$ cat src/rtl/vision_pkg.sv
// Shared vision-pipeline definitions.
// Holds the default image geometry, the field widths used on the edge-map
// read path and bounding-box outputs, the scanner state encoding, and the
// bit position that marks an edge pixel in an edge-map word.
package vision_pkg;
  localparam int WIDTH        = 640;
  localparam int HEIGHT       = 480;
  localparam int READ_LATENCY = 2;
  localparam int ADDR_W       = 19;
  localparam int X_W          = 10;
  localparam int Y_W          = 9;
  localparam int CNT_W        = 19;
  localparam int EDGE_BIT     = 0;

  typedef enum logic [2:0] {IDLE, SCAN, DRAIN, COMMIT, DONE} state_t;
endpackage

$ cat src/rtl/edge_bbox_scanner_if.sv
// Handshake, edge-map read bus and result bus of the edge bounding-box scanner.
//   start            level request from the previous pass / controller
//   done             results valid for the current start
//   edge_data        edge BRAM read data (bit EDGE_BIT = edge)
//   edge_memory_addr edge BRAM read address, y*WIDTH+x
//   edge_count/found/x_min/x_max/y_min/y_max  scan results
// master: the side that drives start and returns read data.
// slave:  the scanner itself.
interface edge_bbox_scanner_if;
  import vision_pkg::*;

  logic              start;
  logic              done;
  logic [3:0]        edge_data;
  logic [ADDR_W-1:0] edge_memory_addr;
  logic [CNT_W-1:0]  edge_count;
  logic              found;
  logic [X_W-1:0]    x_min;
  logic [X_W-1:0]    x_max;
  logic [Y_W-1:0]    y_min;
  logic [Y_W-1:0]    y_max;

  modport master (
    output start, edge_data,
    input  done, edge_memory_addr, edge_count, found, x_min, x_max, y_min, y_max
  );

  modport slave (
    input  start, edge_data,
    output done, edge_memory_addr, edge_count, found, x_min, x_max, y_min, y_max
  );
endinterface

$ cat src/rtl/edge_bbox_scanner_raster_addr_gen.sv
// Raster address generator: walks x 0..WIDTH-1 then y+1, one pixel per
// enabled cycle, with the linear address y*WIDTH+x kept as a running counter.
//   clk, rst_n  clock, asynchronous active-low reset
//   clr         synchronous return to pixel (0,0); wins over en
//   en          advance one pixel
//   x, y, addr  current pixel coordinates and linear address
//   last        current pixel is (WIDTH-1, HEIGHT-1)
module raster_addr_gen #(
  parameter int WIDTH  = vision_pkg::WIDTH,
  parameter int HEIGHT = vision_pkg::HEIGHT
) (
  input  logic                          clk,
  input  logic                          rst_n,
  input  logic                          clr,
  input  logic                          en,
  output logic [vision_pkg::X_W-1:0]    x,
  output logic [vision_pkg::Y_W-1:0]    y,
  output logic [vision_pkg::ADDR_W-1:0] addr,
  output logic                          last
);
  import vision_pkg::*;

  logic x_end;
  logic y_end;

  assign x_end = (x == X_W'(WIDTH - 1));
  assign y_end = (y == Y_W'(HEIGHT - 1));
  assign last  = x_end && y_end;

  always_ff @(posedge clk or negedge rst_n) begin
    if (!rst_n) begin
      x    <= '0;
      y    <= '0;
      addr <= '0;
    end else if (clr) begin
      x    <= '0;
      y    <= '0;
      addr <= '0;
    end else if (en) begin
      // End of row wraps straight into the next row: no idle cycle.
      addr <= last ? '0 : addr + ADDR_W'(1);
      if (x_end) begin
        x <= '0;
        y <= y_end ? '0 : y + Y_W'(1);
      end else begin
        x <= x + X_W'(1);
      end
    end
  end
endmodule

$ cat src/rtl/edge_bbox_scanner.sv
// Edge bounding-box scanner.
// Once start is raised, reads the whole edge map in raster order (one address
// per cycle), counts edge pixels and tracks their bounding box, then
// publishes the results and holds done until start is dropped.
//   clk, rst_n  clock, asynchronous active-low reset
//   bus         edge_bbox_scanner_if.slave: start/done handshake, edge BRAM
//               read port, edge_count/found/x_min/x_max/y_min/y_max results
// Published results only change on commit or reset; an aborted scan leaves
// the previous results in place.
module edge_bbox_scanner #(
  parameter int WIDTH        = vision_pkg::WIDTH,
  parameter int HEIGHT       = vision_pkg::HEIGHT,
  parameter int READ_LATENCY = vision_pkg::READ_LATENCY
) (
  input logic                clk,
  input logic                rst_n,
  edge_bbox_scanner_if.slave bus
);
  import vision_pkg::*;

  state_t state, state_nxt;

  logic [X_W-1:0]    gen_x;
  logic [Y_W-1:0]    gen_y;
  logic [ADDR_W-1:0] gen_addr;
  logic              gen_last;
  logic              gen_en;
  logic              gen_clr;
  logic              scan_run;
  logic              commit;
  logic              acc_en;

  logic [X_W-1:0]          x_p [READ_LATENCY];
  logic [Y_W-1:0]          y_p [READ_LATENCY];
  logic [READ_LATENCY-1:0] vld_p;
  logic [READ_LATENCY-1:0] head_vld;

  logic [CNT_W-1:0] cnt_w;
  logic [X_W-1:0]   xmin_w, xmax_w;
  logic [Y_W-1:0]   ymin_w, ymax_w;

  raster_addr_gen #(.WIDTH(WIDTH), .HEIGHT(HEIGHT)) u_gen (
    .clk  (clk),
    .rst_n(rst_n),
    .clr  (gen_clr),
    .en   (gen_en),
    .x    (gen_x),
    .y    (gen_y),
    .addr (gen_addr),
    .last (gen_last)
  );

  assign bus.edge_memory_addr = gen_addr;
  assign bus.done             = (state == DONE);

  // Every stage except the tail; the tail is consumed on the same edge that
  // leaves DRAIN, so only the earlier stages need to be empty.
  always_comb begin
    head_vld                   = vld_p;
    head_vld[READ_LATENCY-1]   = 1'b0;
  end

  always_ff @(posedge clk or negedge rst_n) begin
    if (!rst_n) state <= IDLE;
    else        state <= state_nxt;
  end

  always_comb begin
    state_nxt = state;
    gen_en    = 1'b0;
    gen_clr   = 1'b1;
    scan_run  = 1'b0;
    commit    = 1'b0;
    case (state)
      IDLE: begin
        if (bus.start) state_nxt = SCAN;
      end
      SCAN: begin
        if (!bus.start) begin
          state_nxt = IDLE;
        end else begin
          gen_en    = 1'b1;
          gen_clr   = 1'b0;
          scan_run  = 1'b1;
          if (gen_last) state_nxt = DRAIN;
        end
      end
      DRAIN: begin
        if (!bus.start) begin
          state_nxt = IDLE;
        end else begin
          scan_run  = 1'b1;
          if (head_vld == '0) state_nxt = COMMIT;
        end
      end
      COMMIT: begin
        if (!bus.start) begin
          state_nxt = IDLE;
        end else begin
          commit    = 1'b1;
          state_nxt = DONE;
        end
      end
      DONE: begin
        if (!bus.start) state_nxt = IDLE;
      end
      default: state_nxt = IDLE;
    endcase
  end

  assign acc_en = scan_run && vld_p[READ_LATENCY-1] && bus.edge_data[EDGE_BIT];

  // ---- p0..pN: issued coordinates delayed to line up with edge_data ----
  always_ff @(posedge clk or negedge rst_n) begin
    if (!rst_n) begin
      vld_p <= '0;
    end else if (!scan_run) begin
      vld_p <= '0;
    end else begin
      vld_p[0] <= (state == SCAN);
      for (int i = 1; i < READ_LATENCY; i++) vld_p[i] <= vld_p[i-1];
    end
  end

  always_ff @(posedge clk) begin
    x_p[0] <= gen_x;
    y_p[0] <= gen_y;
    for (int i = 1; i < READ_LATENCY; i++) begin
      x_p[i] <= x_p[i-1];
      y_p[i] <= y_p[i-1];
    end
  end

  // ---- accumulate at the pipeline tail ----
  always_ff @(posedge clk or negedge rst_n) begin
    if (!rst_n) begin
      cnt_w  <= '0;
      xmin_w <= '0;
      xmax_w <= '0;
      ymin_w <= '0;
      ymax_w <= '0;
    end else if (!(scan_run || commit)) begin
      // Idle or aborted: reload so the first edge pixel always wins both compares.
      cnt_w  <= '0;
      xmin_w <= X_W'(WIDTH - 1);
      xmax_w <= '0;
      ymin_w <= Y_W'(HEIGHT - 1);
      ymax_w <= '0;
    end else if (acc_en) begin
      cnt_w <= cnt_w + CNT_W'(1);
      if (x_p[READ_LATENCY-1] < xmin_w) xmin_w <= x_p[READ_LATENCY-1];
      if (x_p[READ_LATENCY-1] > xmax_w) xmax_w <= x_p[READ_LATENCY-1];
      if (y_p[READ_LATENCY-1] < ymin_w) ymin_w <= y_p[READ_LATENCY-1];
      if (y_p[READ_LATENCY-1] > ymax_w) ymax_w <= y_p[READ_LATENCY-1];
    end
  end

  // ---- commit to the published result registers ----
  always_ff @(posedge clk or negedge rst_n) begin
    if (!rst_n) begin
      bus.edge_count <= '0;
      bus.found      <= 1'b0;
      bus.x_min      <= '0;
      bus.x_max      <= '0;
      bus.y_min      <= '0;
      bus.y_max      <= '0;
    end else if (commit) begin
      bus.edge_count <= cnt_w;
      bus.found      <= (cnt_w != '0);
      if (cnt_w != '0) begin
        bus.x_min <= xmin_w;
        bus.x_max <= xmax_w;
        bus.y_min <= ymin_w;
        bus.y_max <= ymax_w;
      end else begin
        bus.x_min <= '0;
        bus.x_max <= '0;
        bus.y_min <= '0;
        bus.y_max <= '0;
      end
    end
  end
endmodule
$ cat src/flat_wrapper.sv
// flat-port wrapper written by rule: the top's interface ports become plain ports
module edge_bbox_scanner_flat import vision_pkg::*;
#(
  parameter int WIDTH        = vision_pkg::WIDTH,
  parameter int HEIGHT       = vision_pkg::HEIGHT,
  parameter int READ_LATENCY = vision_pkg::READ_LATENCY
)
  (clk, rst_n, bus_start, bus_edge_data, bus_done, bus_edge_memory_addr, bus_edge_count, bus_found, bus_x_min, bus_x_max, bus_y_min, bus_y_max);
  edge_bbox_scanner_if bus_i ();
  input logic clk;
  input logic rst_n;
  input wire logic [$bits(bus_i.start)-1:0] bus_start;
  input wire logic [$bits(bus_i.edge_data)-1:0] bus_edge_data;
  output wire logic [$bits(bus_i.done)-1:0] bus_done;
  output wire logic [$bits(bus_i.edge_memory_addr)-1:0] bus_edge_memory_addr;
  output wire logic [$bits(bus_i.edge_count)-1:0] bus_edge_count;
  output wire logic [$bits(bus_i.found)-1:0] bus_found;
  output wire logic [$bits(bus_i.x_min)-1:0] bus_x_min;
  output wire logic [$bits(bus_i.x_max)-1:0] bus_x_max;
  output wire logic [$bits(bus_i.y_min)-1:0] bus_y_min;
  output wire logic [$bits(bus_i.y_max)-1:0] bus_y_max;
  assign bus_i.start = bus_start;
  assign bus_i.edge_data = bus_edge_data;
  assign bus_done = bus_i.done;
  assign bus_edge_memory_addr = bus_i.edge_memory_addr;
  assign bus_edge_count = bus_i.edge_count;
  assign bus_found = bus_i.found;
  assign bus_x_min = bus_i.x_min;
  assign bus_x_max = bus_i.x_max;
  assign bus_y_min = bus_i.y_min;
  assign bus_y_max = bus_i.y_max;
  edge_bbox_scanner #(.WIDTH(WIDTH), .HEIGHT(HEIGHT), .READ_LATENCY(READ_LATENCY)) u_core (.clk(clk), .rst_n(rst_n), .bus(bus_i));
endmodule
$ cat config.mk
export PLATFORM = sky130hd
export DESIGN_NAME = edge_bbox_scanner_flat
export DESIGN_NICKNAME = d
export VERILOG_FILES = /design/src/rtl/vision_pkg.sv /design/src/rtl/edge_bbox_scanner_if.sv /design/src/rtl/edge_bbox_scanner_raster_addr_gen.sv /design/src/rtl/edge_bbox_scanner.sv /design/src/flat_wrapper.sv
export SDC_FILE = /design/constraint.sdc
export NUM_CORES = 1
export LEC_CHECK = 0
export BUFFER_PORTS_ARGS = -buffer_cell sky130_fd_sc_hd__clkbuf_2
export CORE_MARGIN = 3
export CORE_UTILIZATION = 55
export DETAILED_ROUTE_END_ITERATION = 16
export PLACE_DENSITY = 0.75
export SLEW_MARGIN = 10
export SYNTH_ARGS = -nofsm -noshare
export SYNTH_HDL_FRONTEND = slang
export SYNTH_SLANG_ARGS = --single-unit
$ cat constraint.sdc
create_clock -name clk -period 2.3 [get_ports clk]
set_input_delay 0.115 -clock clk [delete_from_list [all_inputs] [get_ports clk]]
set_output_delay 0.115 -clock clk [all_outputs]
set_load 0.03 [all_outputs]
==> impl_results.md, run 1 <==
* Synth Instances at 729
* Starting Density at 56.6%
* Diode count at 0
* Post-route cell area at 9610 sq um
* IO buf count at 81
* Dpl cell area at 8980 sq um
* Initial DRC Count at 378
* Routed Antenna Nets at 0
* Worst reg2reg setup slack at 0.14 ns
* Worst-case reg-to-reg path depth at 6
* Startpoint types: register
* Min Tclk post-route at 2.16 ns
* Kind of critical path: register to register
* Synth Flop Type: dfrtp_1
* Yosys reg bits at 196
* Post-Syn Nets at 777
* Hold Path Class: primary input to asynchronous set/reset pin
* Count of final setup violators at 0
* Switching power at 1900 uW
* Total track usage at 21.5%
* Worst-Margin Slew at 0.547 ns
* First-pass DRT Iterations at 4
* Die ar. at 16500 sq um
* RePlAce Congestion at 0.877
* Clk pwr share at 40.6%
* Unique masters post-synth at 51
* Relative slew slack at 63.2%
* Clock insertion delay at the later pin of the skew report at 0.43 ns
* Area of the multi-input gates at 3230 sq um
* # fillers at 1069
* Die Width at 128 um
* Core Footprint at 14600 sq um
* Num rows at 44
* Nets at 876
* Drt total wl at 16800 um
* Skew final at 0.00944 ns
* Clock transition at path regs at 0.07 ns
* Sw Share at 26.3%
* Share of cells above drive strength 1 at 19.6%
* H-tree levels at 4
* Critical path capture point type: register
* Final hold vios at 0
* CP Data Required Time at 2.64 ns
* Post-synthesis sequential area ratio at 57.1%
* CTS Root Cell: clkbuf_16
* Max-slew violations at 0
* Die Span Y at 128 um
* Vias per inst at 5.58
* Flop pwr share at 49.9%
* Outcome: finished clean
* Largest net degree at the start of global routing at 68
* Highest fanout seen on the critical path at 7
* Worst R2R Start: u_core.state[1]
* Total CTS buffers at 17
* Syn Std Cell Area at 8250 sq um
* Leak at 0.00480 uW
* Synth Area per Inst at 11.3 sq um
* Yosys warnings at 0
* FMAX at 463 MHz
* GRT overflow at 0
* Vias at 5715
* Initial antenna violation count at 0
* EDFF count, synth at 0
* DPL Wire Length at 11800 um
* Internal power at 5310 uW
* Seq. cell area at 4710 sq um
* Data arrival, critical path at 2.50 ns
* Fin crit share at 93.8%
* Per-cell routed wire length at 16.4 um
* Sink Count at 196
* CTS tree: built
* Pwr Density at 750 nW/um^2
* Vias in the first global route at 5815
* Share of flip-flops with an asynchronous set or reset at 80.6%
* Logic pwr share at 9.5%
* Area Growth Syn to Fin at 16.5%
* VDD IR max at 0.598 mV
* Clk buf depth at 2
* Max Cap Viol at 0
* Setup TNS at 0 ns
* Reg2reg end: u_core.xmax_w[3]
* First-pass GRT wire length at 28500 um
* Boundary pin count at 85
* DRC errors left at 0
* Fin util at 65.9%
-- flip-flops by register name, summed over array words and instances, names as in the netlist --
register and flops:
u_core.u_gen.x 10, u_core.cnt_w 19, u_core.u_gen.y 9, u_core.x_p 20, u_core.bus.y_max 9, u_core.xmin_w 10
u_core.bus.x_max 10, u_core.bus.edge_count 19, u_core.xmax_w 10, u_core.bus.y_min 9, u_core.bus.found 1, u_core.vld_p 2
u_core.u_gen.addr 19, u_core.ymax_w 9, u_core.bus.x_min 10, u_core.y_p 18, u_core.ymin_w 9, u_core.state 3
-- through the flow --
step / total power (uW) / hold WS [ns] / setup WS, ns / instances
finish: 7210 / 0.0981 / 0.142 / 1025
global route: 7490 / 0.101 / -0.000463 / 1025
CTS: 7260 / 0.104 / 0.0225 / 1025
detailed placement: 4340 / -0.0182 / 0.0881 / 991
global placement: 4310 / -0.0181 / 0.212 / 991
floorplan: 4040 / -0.181 / 0.184 / 729
-- layout by cell type, fill, tap and decap left out, types with 9 or more instances in the layout --
cell,n
ha_1,41
mux2i_1,26
inv_1,62
nand2_1,33
nand4_1,20
nand3_1,33
o31ai_1,9
clkbuf_16,17
xor2_1,33
nor2_1,91
dfxtp_1,38
a21oi_1,11
buf_4,22
xnor2_1,15
a22o_1,38
clkbuf_2,80
dfrtp_1,158
mux2_2,17
-- per-layer routing --
layer / up-vias / global-route usage, % / share of wire (%)
met4: 0 / 7.18 / 1.6
li1: 2714 / - / -
met2: 118 / 35.5 / 49
met5: - / 0 / 0
met3: 24 / 4.03 / 3.6
met1: 2859 / 29.0 / 46
-- Yosys cell counts (all sizes together), types with 10 or more instances --
| cell type | instances | share of area, % |
|---|---|---|
| clkbuf | 20 | 0.91 |
| a22o | 38 | 4.0 |
| nand3 | 34 | 2.1 |
| nor2 | 92 | 4.2 |
| o21ai | 11 | 0.67 |
| nand2 | 33 | 1.5 |
| nand4 | 20 | 1.5 |
| mux2 | 22 | 3.0 |
| inv | 62 | 2.8 |
| ha | 41 | 6.2 |
| a21oi | 11 | 0.67 |
| mux2i | 26 | 3.2 |
| dfxtp | 38 | 9.2 |
| dfrtp | 158 | 48 |
| o31ai | 10 | 0.97 |
| xor2 | 33 | 3.5 |
| xnor2 | 15 | 1.6 |
-- critical path, cell delays in order, from the launching register on --
cell and delay [ns]:
dfrtp_1 0.46, xnor2_1 0.19, or3_1 0.55, a31oi_2 0.31, o41ai_4 0.17, buf_4 0.22, mux2i_1 0.17
-- repair_timing --
action	4_1_cts	5_1_grt
setup endpoints to repair	0	7
gates resized for setup	0	2
hold buffers	2	0
hold endpoints to repair	159	0
setup buffers	0	0
-- cell type report --
cell class                 instances  share of cell area [%]
inverter                          62                    2.42
sequential                       196                    49.0
tap                              184                    2.40
timing repair buffer             106                    6.42
clock buffer                      19                    4.71
multi-input combinational        445                    33.6
clock inverter                    13                    1.42
-- worst max path at each step --
stage,startpoint,to
4_1_cts,u_core.xmax_w[7],u_core.xmax_w[3]
3_5_place_dp,u_core.xmax_w[7],u_core.xmax_w[3]
6_report,u_core.state[1],u_core.xmax_w[3]
3_3_place_gp,u_core.xmax_w[7],u_core.xmax_w[3]
5_1_grt,u_core.state[1],u_core.xmin_w[2]
2_1_floorplan,u_core.u_gen.x[0],u_core.u_gen.addr[15]
-- logic make-up after synthesis --
kind of cell | count (synthesis) | share of synthesized area [%]
multiplexers | 48 | 6.16
buffers and inverters | 88 | 4.18
adder cells (fa/ha/maj) | 41 | 6.22
AND/OR/NAND/NOR | 218 | 12.7
XOR/XNOR | 48 | 5.09
flip-flops | 196 | 57.1
AO/OA/AOI/OAI | 90 | 8.52
-- power by group through the flow --
stage | registers, uW | clock network (uW) | logic [uW]
after CTS | 3600 | 2970 | 688
final | 3600 | 2920 | 686
after floorplan | 3670 | 0 | 367
after global placement | 3660 | 0 | 647
after detailed placement | 3660 | 0 | 678
after global routing | 3610 | 3120 | 754
(Power assumes the default switching activity.)
==> run 2, diff against run 1 <==
==> constraint.sdc (replaced) <==
create_clock -name clk -period 2.3 [get_ports clk]
set_input_delay 0.23 -clock clk [delete_from_list [all_inputs] [get_ports clk]]
set_output_delay 0.23 -clock clk [all_outputs]
set_load 0.03 [all_outputs]
==> run 2 against run 1 <==
Against the previous run: sequential share of layout area about the same; via count shrank 1.1%; utilization about the same; critical path depth increased by 1; global-route usage shrank 0.10 points.
==> impl_results.md, run 2 (synthesized netlist as in run 1, its figures left out) <==
* Clock insertion delay at the later pin of the skew report at 0.43 ns (about the same)
* Dpl ws at 0.0271 ns (was 0.0881 ns)
* Placed Instances at 990 (was 991)
* Die Span Y at 128 um (unchanged)
* Starting Density at 56.6% (unchanged)
* Min Tclk post-route at 2.16 ns (about the same)
* Pwr Density at 747 nW/um^2 (was 750 nW/um^2)
* Worst reg2reg setup slack at 0.14 ns (about the same)
* Data arrival, critical path at 2.51 ns (was 2.50 ns)
* Max Cap Viol at 0 (unchanged)
* CP Cell Sequence: inv_1, ha_1, a211oi_1, nor2_1, o41ai_4, buf_4, mux2i_1 (was xnor2_1, or3_1, a31oi_2, o41ai_4, buf_4, mux2i_1)
* CTS Root Cell: clkbuf_16 (unchanged)
* CTS tree: built (unchanged)
* Largest net degree at the start of global routing at 73 (was 68)
* CP bufs+invs at 2 (was 1)
* Clk buf depth at 2 (unchanged)
* Cell family with most CP delay: compound AO/OA/AOI/OAI gates (was simple AND/OR/NAND/NOR gates)
* Share of cells above drive strength 1 at 19.4% (was 19.6%)
* GRT overflow at 0 (unchanged)
* Worst-case reg-to-reg path depth at 7 (was 6)
* Die ar. at 16500 sq um (unchanged)
* Setup TNS at 0 ns (unchanged)
* RSZ-0062 raised after global routing: no
* Relative slew slack at 54.4% (was 63.2%)
* Cell depth of the worst hold path at 3
* Worst path max stage delay at 0.47 ns (was 0.55 ns)
* Per-cell routed wire length at 16.3 um (was 16.4 um)
* Fin cells at 1023 (was 1025)
* CP Data Required Time at 2.65 ns (was 2.64 ns)
* Hold wc startpoint: bus_start
* Core Footprint at 14600 sq um (unchanged)
* Final worst-path setup slack at 0.137 ns (was 0.142 ns)
* First-pass GRT wire length at 28200 um (was 28500 um)
* Total power at 7180 uW (was 7210 uW)
* VDD IR max at 0.565 mV (was 0.598 mV)
* Boundary pin count at 85 (unchanged)
* Num rows at 44 (unchanged)
* IO buf count at 81 (unchanged)
* Fin util at 65.9% (about the same)
* Fin crit share at 94.1% (was 93.8%)
* Leak at 0.00480 uW (about the same)
* Total CTS buffers at 17 (unchanged)
* Worst R2R Start: u_core.xmax_w[7] (was u_core.state[1])
* Startpoint types: register (unchanged)
* Count of final setup violators at 0 (unchanged)
* Die Width at 128 um (unchanged)
* Drt total wl at 16700 um (was 16800 um)
* Area Growth Syn to Fin at 16.5% (about the same)
* DPL Wire Length at 11800 um (about the same)
* Max-slew violations at 0 (unchanged)
* DRC errors left at 0 (unchanged)
* Vias at 5651 (was 5715)
* Hold Path Class: primary input to register (was primary input to asynchronous set/reset pin)
* Reg2reg end: u_core.xmax_w[2] (was u_core.xmax_w[3])
* Postcts setup bufs at 0 (unchanged)
* RePlAce Congestion at 0.840 (was 0.877)
* Nets at 874 (was 876)
* Total track usage at 21.4% (was 21.5%)
* First-pass DRT Iterations at 5 (was 4)
* Largest register FFs at 20 (unchanged)
* Highest fanout seen on the critical path at 7 (unchanged)
* Vias per inst at 5.52 (was 5.58)
* Skew final at 0.00618 ns (was 0.00944 ns)
* Sink Count at 196 (unchanged)
* Outcome: finished clean (unchanged)
* Commonest non-fill, non-tap cell in the layout: dfrtp_1 (unchanged)
* Slowest CP cell: o41ai_4 (was or3_1)
* Clock transition at path regs at 0.07 ns (about the same)
* FMAX at 462 MHz (was 463 MHz)
* Routed Antenna Nets at 0 (unchanged)
* Critical path capture point type: register (unchanged)
* Kind of critical path: register to register (unchanged)
* Hold endpoint: u_core.state[2]
* Vias in the first global route at 5831 (was 5815)
* Most frequent cells in the layout: dfrtp_1, nor2_1, clkbuf_2, inv_1, ha_1 (unchanged)
* Final hold vios at 0 (unchanged)
* Diode count at 0 (unchanged)
* Worst-Margin Slew at 0.684 ns (was 0.547 ns)
* Largest reg by FF count: u_core.x_p (unchanged)
* Initial antenna violation count at 0 (unchanged)
* Initial DRC Count at 447 (was 378)
* H-tree levels at 4 (unchanged)
run 2: worst max-delay path by stage:
stage                            startpoint               endpoint  slack (ns)  cells past startpoint
after floorplan           u_core.u_gen.x[0]  u_core.u_gen.addr[15]        0.18                      7
after global placement     u_core.xmax_w[7]       u_core.xmax_w[3]        0.21                      7
after detailed placement   u_core.xmax_w[7]       u_core.xmax_w[2]        0.03                      7
after CTS                  u_core.xmax_w[7]       u_core.xmax_w[2]       0.009                      7
after global routing       u_core.xmax_w[7]       u_core.xmax_w[5]        0.02                      7
final                      u_core.xmax_w[7]       u_core.xmax_w[2]        0.14                      7
run 2: worst register-to-register path: stages (launching register included):
cell	delay, ns
dfrtp_1	0.36
inv_1	0.06
ha_1	0.31
a211oi_1	0.27
nor2_1	0.12
o41ai_4	0.47
buf_4	0.27
mux2i_1	0.23
run 2: power by group:
part	switching (uW)	total [uW]	internal [uW]	leakage, uW
logic	468	666	198	0.00208
clock network	1370	2920	1540	0.000289
registers	80.3	3600	3520	0.00243
total	1920	7180	5260	0.00480
run 2: metal layers:
metal | GRT usage, % | share of wire (%)
met1 | 28.7 | 44
met2 | 34.8 | 50
met5 | 0 | 0
met4 | 7.24 | 1.4
met3 | 4.94 | 4.6
run 2: layout make-up:
| cell class | instances | area [sq um] |
|---|---|---|
| multi-input cells | 445 | 3220 |
| inverters | 62 | 233 |
| flip-flops and latches | 196 | 4710 |
| clock inverters | 15 | 164 |
| fillers | 1073 | 4980 |
| well taps | 184 | 230 |
| clock buffers | 17 | 425 |
| repair buffers | 104 | 624 |
run 2: stage by stage:
stage	hold WS (ns)	cell area, sq um
floorplan	-0.0656	8250
global placement	0.280	9000
detailed placement	0.284	9000
CTS	0.0368	9600
global route	0.0463	9610
finish	0.0541	9610
run 2: what timing repair did:
item	CTS	global route
hold buffers	1	0
gates resized for setup	0	1
endpoints found under the hold margin	70	0
endpoints found under the setup margin	0	7
==> run 3, diff against run 2 <==
--- a/config.mk
+++ b/config.mk
@@ -8,8 +8,9 @@
 export BUFFER_PORTS_ARGS = -buffer_cell sky130_fd_sc_hd__clkbuf_2
 export CORE_MARGIN = 3
 export CORE_UTILIZATION = 55
+export CTS_CLUSTER_SIZE = 14
 export DETAILED_ROUTE_END_ITERATION = 16
-export PLACE_DENSITY = 0.75
+export PLACE_DENSITY = 0.76
 export SLEW_MARGIN = 10
 export SYNTH_ARGS = -nofsm -noshare
 export SYNTH_HDL_FRONTEND = slang
==> run 3 against run 2 <==
Against the previous run: non-clock buffer count increased by 5; clock power decreased by 1%; sequential share of layout area increased by 0.10 points; sequential cell count unchanged; sequential power about the same; global-route usage decreased by 0.088 points; first-iteration DRC count decreased by 13%; die area unchanged; clock skew about the same; largest cell class unchanged.
==> impl_results.md, run 3 (synthesized netlist as in run 1, its figures left out) <==
* Outcome: finished clean (unchanged)
* Die Width at 128 um (unchanged)
* Critical path capture point type: register (unchanged)
* Largest net degree at the start of global routing at 63 (was 73)
* Final hold vios at 0 (unchanged)
* Initial antenna violation count at 0 (unchanged)
* GRT met2 Usage at 33.6% (was 34.8%)
* Largest reg by FF count: u_core.x_p (unchanged)
* Fin crit share at 94.7% (was 94.1%)
* Worst path max stage delay at 0.50 ns (was 0.47 ns)
* Clk buf depth at 2 (unchanged)
* Vias in the first global route at 5653 (was 5831)
* Diode count at 0 (unchanged)
* Max-slew violations at 0 (unchanged)
* CTS tree: built (unchanged)
* Hold Path Class: primary input to register (unchanged)
* Min Hold Slack at 0.0415 ns (was 0.0541 ns)
* First-pass DRT Iterations at 4 (was 5)
* Most frequent cells in the layout: dfrtp_1, nor2_1, clkbuf_2, inv_1, ha_1 (unchanged)
* RePlAce Congestion at 0.896 (was 0.840)
* Starting Density at 56.6% (unchanged)
* Drt total wl at 16700 um (about the same)
* Share of cells above drive strength 1 at 19.8% (was 19.4%)
* Highest fanout seen on the critical path at 6 (was 7)
* Commonest non-fill, non-tap cell in the layout: dfrtp_1 (unchanged)
* Slowest CP cell: a2111oi_0 (was o41ai_4)
* Clock insertion delay at the later pin of the skew report at 0.44 ns (was 0.43 ns)
* Worst-Margin Slew at 0.565 ns (was 0.684 ns)
* First-pass GRT wire length at 28000 um (was 28200 um)
* GRT met3 Usage at 4.15% (was 4.94%)
* Data arrival, critical path at 2.49 ns (was 2.51 ns)
* Setup TNS at 0 ns (unchanged)
* Initial DRC Count at 390 (was 447)
* Area Growth Syn to Fin at 16.3% (was 16.5%)
* Postcts setup bufs at 0 (unchanged)
* Core Footprint at 14600 sq um (unchanged)
* Final worst-path setup slack at 0.121 ns (was 0.137 ns)
* Dpl ws at 0.156 ns (was 0.0271 ns)
* CP Cell Sequence: inv_1, ha_1, a21o_1, a2111oi_0, o21ai_1, buf_4, mux2i_1 (was inv_1, ha_1, a211oi_1, nor2_1, o41ai_4, buf_4, mux2i_1)
* Skew final at 0.00596 ns (was 0.00618 ns)
* Vias per inst at 5.53 (was 5.52)
* Per-cell routed wire length at 16.2 um (was 16.3 um)
* DPL Wire Length at 11700 um (was 11800 um)
* Sink Count at 196 (unchanged)
* Die Span Y at 128 um (unchanged)
* Relative slew slack at 61.7% (was 54.4%)
* Leak at 0.00480 uW (about the same)
* Post-route cell area at 9590 sq um (was 9610 sq um)
* Boundary pin count at 85 (unchanged)
* H-tree levels at 4 (unchanged)
* GR peak layer: met2 (unchanged)
* Total CTS buffers at 17 (unchanged)
* Num rows at 44 (unchanged)
* Die ar. at 16500 sq um (unchanged)
* DRC errors left at 0 (unchanged)
* Largest register FFs at 20 (unchanged)
* FMAX at 459 MHz (was 462 MHz)
* Kind of critical path: register to register (unchanged)
* Startpoint types: register (unchanged)
* Routed Antenna Nets at 0 (unchanged)
* RSZ-0062 raised after global routing: no (unchanged)
* Count of final setup violators at 0 (unchanged)
* Met1 Track Usage GR at 29.6% (was 28.7%)
* Nets at 879 (was 874)
* Vias at 5689 (was 5651)
* CP Data Required Time at 2.62 ns (was 2.65 ns)
* VDD IR max at 0.597 mV (was 0.565 mV)
* IO buf count at 81 (unchanged)
* Min Tclk post-route at 2.18 ns (was 2.16 ns)
* Clock transition at path regs at 0.07 ns (about the same)
* Pwr Density at 745 nW/um^2 (was 747 nW/um^2)
* Dpl cell area at 9000 sq um (unchanged)
* Total track usage at 21.4% (about the same)
* GRT overflow at 0 (unchanged)
* Max Cap Viol at 0 (unchanged)
* CTS Root Cell: clkbuf_16 (unchanged)
[run 3: cell count changes in the layout (fill, tap and decap cells not counted), sizes merged]
cell and delta:
buf +5, bufinv -1, clkbuf +4, inv -3
[run 3: area by class of cell]
cell class	instances	area, sq um
clock buffers	21	493
clock inverters	11	87.6
fillers	1108	5000
inverters	62	233
multi-input cells	445	3210
flip-flops and latches	196	4710
well taps	184	230
repair buffers	109	624
[run 3: metal layers]
| layer | vias up | wire length, um |
|---|---|---|
| li1 | 2712 | - |
| met1 | 2837 | 7830 |
| met2 | 117 | 7880 |
| met5 | - | 0 |
| met4 | 0 | 310 |
| met3 | 23 | 677 |
[run 3: critical path: cells and delay by family, from the launching register on]
| kind | cells | cell delay, ns |
|---|---|---|
| muxes | 1 | 0.13 |
| DFF | 1 | 0.37 |
| adders and majority gates | 1 | 0.28 |
| AOI/OAI and AO/OA | 3 | 0.95 |
| buffers and inverters | 2 | 0.32 |
[run 3: final timing paths]
path,from,to,slack [ns],cells after the start
setup / recovery,u_core.xmin_w[1],u_core.xmin_w[2],0.12,7
hold / removal,bus_start,u_core.state[2],0.04,3
setup reg to reg,u_core.xmin_w[1],u_core.xmin_w[2],0.12,7
hold reg to reg,u_core.y_p[0][4],u_core.y_p[0][13],0.33,0
max in group asynchronous,rst_n,u_core.u_gen.addr[17],1.19,3
min in group asynchronous,rst_n,u_core.ymax_w[1],0.33,2
[run 3: power breakdown]
| part | total, uW | internal (uW) | switching [uW] |
|---|---|---|---|
| clock network | 2880 | 1560 | 1310 |
| logic | 667 | 194 | 473 |
| registers | 3600 | 3520 | 83.7 |
[run 3: per-stage QoR]
step | std cells | power (uW) | utilization, %
2_1_floorplan | 729 | 4040 | -
3_3_place_gp | 995 | 4300 | 61.7
3_5_place_dp | 995 | 4330 | 61.7
4_1_cts | 1028 | 7180 | 65.8
5_1_grt | 1028 | 7420 | 65.8
6_report | 1028 | 7140 | 65.8
[run 3: repair_timing]
action	in CTS	in global routing
hold endpoints to repair	57	0
gates resized for setup	0	0
hold buffers	1	0
